## src/rtl/reg_files_pkg.sv

```systemverilog
// ---------------------------------------------------------------------------
// reg_files_pkg
// Shared constants and types for the 16-entry ARM-style register file.
//   REG_W  : data width of every register and of the PC
//   REG_N  : architectural register count (R0-R15, R15 has no storage)
//   LR_IDX : link register number (R14), target of branch-and-link
//   PC_IDX : program counter number (R15), reads return the live PC
// ---------------------------------------------------------------------------
package reg_files_pkg;

  localparam int REG_W = 32;
  localparam int REG_N = 16;

  localparam logic [3:0] LR_IDX = 4'd14;
  localparam logic [3:0] PC_IDX = 4'd15;

  typedef logic [REG_W-1:0] word_t;

  // Storage for R0-R14 only, packed so it can be passed as a single port.
  typedef logic [REG_N-2:0][REG_W-1:0] reg_bank_t;

endpackage : reg_files_pkg

```

## src/rtl/reg_files_rf_read_mux.sv

```systemverilog
// ---------------------------------------------------------------------------
// rf_read_mux
// Purely combinational 16:1 read multiplexer for one register-file read port.
// Addresses 0-14 select the stored registers; address 15 returns the PC.
// Ports:
//   i_regs : stored contents of R0-R14
//   i_addr : 4-bit register number
//   i_pc   : live program counter, the value of R15
//   o_data : selected read data
// ---------------------------------------------------------------------------
module rf_read_mux
  import reg_files_pkg::*;
(
  input  reg_bank_t   i_regs,
  input  logic [3:0]  i_addr,
  input  word_t       i_pc,
  output word_t       o_data
);

  // R15 is the default; a match on any stored register overrides it. The
  // explicit compare loop keeps the 4-bit address from ever indexing past
  // the 15 stored entries.
  always_comb begin
    o_data = i_pc;
    for (int i = 0; i < REG_N - 1; i++) begin
      if (i_addr == 4'(i)) begin
        o_data = i_regs[i];
      end
    end
  end

endmodule : rf_read_mux

```

## src/rtl/reg_files.sv

```systemverilog
// ---------------------------------------------------------------------------
// reg_files
// Sixteen-entry, 32-bit general-purpose register file for the multi-cycle
// CPU datapath. Two combinational read ports, one synchronous write port and
// a dedicated link write that saves the PC into R14 for branch-and-link.
// R15 is not stored; reading it returns the PC input.
// Ports:
//   clk      : system clock, writes commit on the rising edge
//   Reset    : asynchronous active-low, clears R0-R14 and blocks writes
//   RegWrite : general write enable
//   RFin     : general write data
//   Ra, Rb   : read addresses for RFout1 / RFout2
//   Rw       : general write address (writes to R15 are discarded)
//   PC       : current program counter (R15 value and link data)
//   PCtoBL   : link enable, R14 <- PC
//   RFout1   : read data for Ra
//   RFout2   : read data for Rb
// ---------------------------------------------------------------------------
module reg_files
  import reg_files_pkg::*;
(
  input  logic         clk,
  input  logic         Reset,
  input  logic         RegWrite,
  input  logic [31:0]  RFin,
  input  logic [3:0]   Ra,
  input  logic [3:0]   Rb,
  input  logic [3:0]   Rw,
  input  logic [31:0]  PC,
  input  logic         PCtoBL,
  output logic [31:0]  RFout1,
  output logic [31:0]  RFout2
);

  reg_bank_t r_regs;

  // Write port. The link write is placed after the general write so that
  // when both target R14 in the same cycle the PC wins. Rw=15 never matches
  // a stored entry, so those writes drop out naturally.
  always_ff @(posedge clk or negedge Reset) begin
    if (!Reset) begin
      r_regs <= '0;
    end else begin
      for (int i = 0; i < REG_N - 1; i++) begin
        if (RegWrite && (Rw == 4'(i))) begin
          r_regs[i] <= RFin;
        end
      end
      if (PCtoBL) begin
        r_regs[LR_IDX] <= PC;
      end
    end
  end

  rf_read_mux u_read_a (
    .i_regs (r_regs),
    .i_addr (Ra),
    .i_pc   (PC),
    .o_data (RFout1)
  );

  rf_read_mux u_read_b (
    .i_regs (r_regs),
    .i_addr (Rb),
    .i_pc   (PC),
    .o_data (RFout2)
  );

endmodule : reg_files

```

## config.mk

```make
export PLATFORM = sky130hd
export DESIGN_NAME = reg_files
export DESIGN_NICKNAME = d
export VERILOG_FILES = /design/src/rtl/reg_files_pkg.sv /design/src/rtl/reg_files_rf_read_mux.sv /design/src/rtl/reg_files.sv
export SDC_FILE = /design/constraint.sdc
export NUM_CORES = 1
export LEC_CHECK = 0
export BUFFER_PORTS_ARGS = -buffer_cell sky130_fd_sc_hd__buf_2
export CAP_MARGIN = 20
export CORE_MARGIN = 2
export CORE_UTILIZATION = 45
export CTS_CLUSTER_SIZE = 24
export DETAILED_ROUTE_END_ITERATION = 7
export PLACE_DENSITY = 0.7
export SKIP_CTS_REPAIR_TIMING = 1
export SYNTH_ARGS = -nofsm -noshare
export SYNTH_HDL_FRONTEND = slang
export SYNTH_SLANG_ARGS = --single-unit
```

## constraint.sdc

```tcl
create_clock -name clk -period 3.8 [get_ports clk]
set_input_delay 0.38 -clock clk [delete_from_list [all_inputs] [get_ports clk]]
set_output_delay 0.38 -clock clk [all_outputs]
set_load 0.005 [all_outputs]
```

==> results.md <==
- Status: completed
- RSZ-0062 raised after global routing: false
- Area Overhead vs Synth: 13.4%
- Largest regs: r_regs x480
- Detail Route met2 WL: 52100 um
- Tot GR Track Use: 0.371
- Max Fclk: 273 MHz
- Kind of end point of the critical path: primary output
- Startpoint Class: primary input
- Routed vias: 26200
- I/O pins: 144
- Pint: 11.7 mW
- HPWL Detailed: 81200 um
- Critical path fanouts, max: 29
- TNS Setup: 0 ns
- H-tree Lvls: 2
- Crit-path slowest cell: a211oi_1
- Async SR Flop Fraction: 1.00
- Final ANT Viol Nets: 0
- PortBufs: 143
- CP dominant cell by count: buf_4
- Initial antenna violation count: 15
- DRC violations left: 0
- Flip-flop count of the largest register after layout: 480
- TritonCTS Buffers: 53
- Top post-synthesis cells by count: mux2_2 (492), dfrtp_1 (480), o21ai_0 (205), a21oi_1 (170), o22ai_1 (152)
- Cells along the critical path: buf_4 -> nand2b_1 -> buf_12 -> o21a_1 -> a221oi_1 -> o2111a_1 -> a211oi_1 -> buf_4 -> buf_2
- WL/cell: 34.0 um
- Leakage power: 13.7 nW
- Comb power frac: 0.232
- CTS clk-pin slew, worst paths: 0.06 ns
- Top cells by area, synth: dfrtp_1 (42%), mux2_2 (19%), mux2i_1 (4.4%), o21ai_0 (3.6%), o22ai_1 (3.3%)
- Drt initial violations: 4146
- Top cell type's share of synthesized area: 0.419
- CP delay by family, top: compound AO/OA/AOI/OAI gates
- RD Place Congestion: 0.970
- Die W: 256 um
- Maximum buffer depth of the clock tree: 3
- Ys flop type: dfrtp_1
- Root Driver: clkbuf_16
- Pins Over Slew Limit: 0
- Clk network pwr share: 0.338
- Top reg by flops: r_regs
- CTS sink count: 480
- Hold WC Path Type: primary input to register
- Core area: 63100 sq um
- Setup violations, final: 0
- Placed instance count: 3573
- Psw: 5.32 mW
- First-pass GRT wire length: 180000 um
- Max-Cap Viols: 0
- Starting Density: 0.454
- DIE HEIGHT: 256 um
- Layout cells sized above 1: 0.340
- Category of the most critical setup path: primary input to primary output
- Synthesized area per cell: 10.6 sq um
- Ys Warns: 0
- Total Wirelength: 125000 um
- WP data arrival: 3.29 ns
- Setup Skew: 0 ns
- Library cells used by synthesis: 75
- Die footprint: 65700 sq um
- Reg2reg setup slack: 2.92 ns
- Slew headroom: 0.300
- Fillers: 5623
- Final hold vios: 0
- Min Tclk post-route: 3.67 ns
- Peak supply drop: 277 uV
- Count leader, synth: mux2_2
- Grt ovf: 0
- Vias in the first global route: 25500
- Highest routed layer: met5
- Post-synthesis cell area: 28700 sq um
- PD cells: 523 nW/um^2
- Cells after Synth: 2711
- Largest net degree at the start of global routing: 99
- Met1 Routed Length: 47000 um
- Power Total: 17.0 mW
- Routed length on met3: 17500 um
- Row cnt: 92
- #FFs+latches synth: 480
- CP bufs+invs: 4
- Total iterations of the first detailed-routing run: 6
- Slew of the pin with the lowest slew margin: 1.05 ns
- EDFF count, synth: 0
- Net Count, Synth: 2791
- Area leader, netlist: dfrtp_1
- Layout Cells excl Fill: 3679
- Sequential Power Share: 0.430
- Post-Layout Inst Area: 32500 sq um
- Via/cell ratio: 7.12
- Worst path max stage delay: 0.73 ns
- CTS tree: done
- CP required: 3.42 ns
- Worst-Skew Late Latency: 0.61 ns
- Fin crit share: 0.966
- DP Area: 30600 sq um
- Sw Ratio: 0.312
- Nets: 2863
- Sequential element share of the synthesized area: 0.419
stage by stage:
stage	utilization	worst slack [ns]	hold WS, ns
floorplan	-	1.75	0.0844
global placement	0.485	0.403	0.481
detailed placement	0.485	0.424	0.502
CTS	0.515	0.401	-0.151
global route	0.515	0.214	0.114
finish	0.516	0.130	0.104
cell families after synthesis:
group | share of synthesized area
buffers and inverters | 0.0527
multiplexers | 0.262
flip-flops | 0.419
AO/OA/AOI/OAI | 0.201
AND/OR/NAND/NOR | 0.0652
layer usage:
metal  global-route usage  vias up
li1                     -    10400
met1                0.484    13100
met2                0.529     2167
met3                0.132      544
met4                0.219       12
met5                    0        -
cell type report:
class | count | area, sq um | share of cell area
clock buffer | 68 | 1480 | 0.0456
sequential | 480 | 12000 | 0.369
timing repair buffer | 296 | 2170 | 0.0669
antenna | 9 | 22.5 | 0.000693
tap | 846 | 1060 | 0.0326
multi-input combinational | 1933 | 15300 | 0.469
clock inverter | 28 | 430 | 0.0132
inverter | 19 | 71.3 | 0.00219
path summary, 6_finish.rpt:
check / depth (start not counted) / from / to
max: 9 / Rb[2] / RFout2[5]
min: 3 / PC[20] / r_regs[468]$_DFFE_PN0P_
max reg2reg: 1 / r_regs[96]$_DFFE_PN0P_ / r_regs[96]$_DFFE_PN0P_
min reg2reg: 1 / r_regs[102]$_DFFE_PN0P_ / r_regs[102]$_DFFE_PN0P_
max in group asynchronous: 3 / Reset / r_regs[152]$_DFFE_PN0P_
min in group asynchronous: 2 / Reset / r_regs[78]$_DFFE_PN0P_
power by group through the flow:
stage               combinational, mW  sequential (mW)  clock [mW]
detailed placement               3.83             7.33           0
global placement                 3.72             7.24           0
floorplan                        2.65             6.98           0
global route                     4.16             7.43        5.98
CTS                              3.85             7.25        5.78
finish                           3.94             7.32        5.75
layout by cell type (no fill, tap or decap), types with 7 or more instances in the layout:
| master | count |
|---|---|
| a221oi_1 | 27 |
| o31ai_1 | 7 |
| nand3_1 | 19 |
| o211a_1 | 11 |
| o21a_1 | 21 |
| buf_12 | 22 |
| a31o_1 | 8 |
| nor3_1 | 11 |
| clkbuf_8 | 11 |
| a2111oi_0 | 10 |
| clkbuf_16 | 53 |
| buf_4 | 133 |
| dfrtp_1 | 480 |
| mux2_2 | 492 |
| nand2_1 | 119 |
| o21ai_0 | 205 |
| o32a_1 | 8 |
| inv_1 | 14 |
| a2bb2oi_1 | 27 |
| diode_2 | 9 |
| nand2b_1 | 32 |
| or2_2 | 8 |
| a21oi_1 | 170 |
| nor2_4 | 10 |
| o2bb2ai_1 | 28 |
| a211oi_1 | 27 |
| o221ai_1 | 54 |
| o211ai_1 | 19 |
| mux4_2 | 29 |
| nor2b_1 | 19 |
| clkinv_2 | 11 |
| buf_2 | 137 |
| mux2i_1 | 126 |
| o22ai_1 | 152 |
| nor2_1 | 138 |
| bufinv_16 | 11 |
| a22oi_1 | 44 |
No activity file was read; power rests on OpenSTA's default activity.
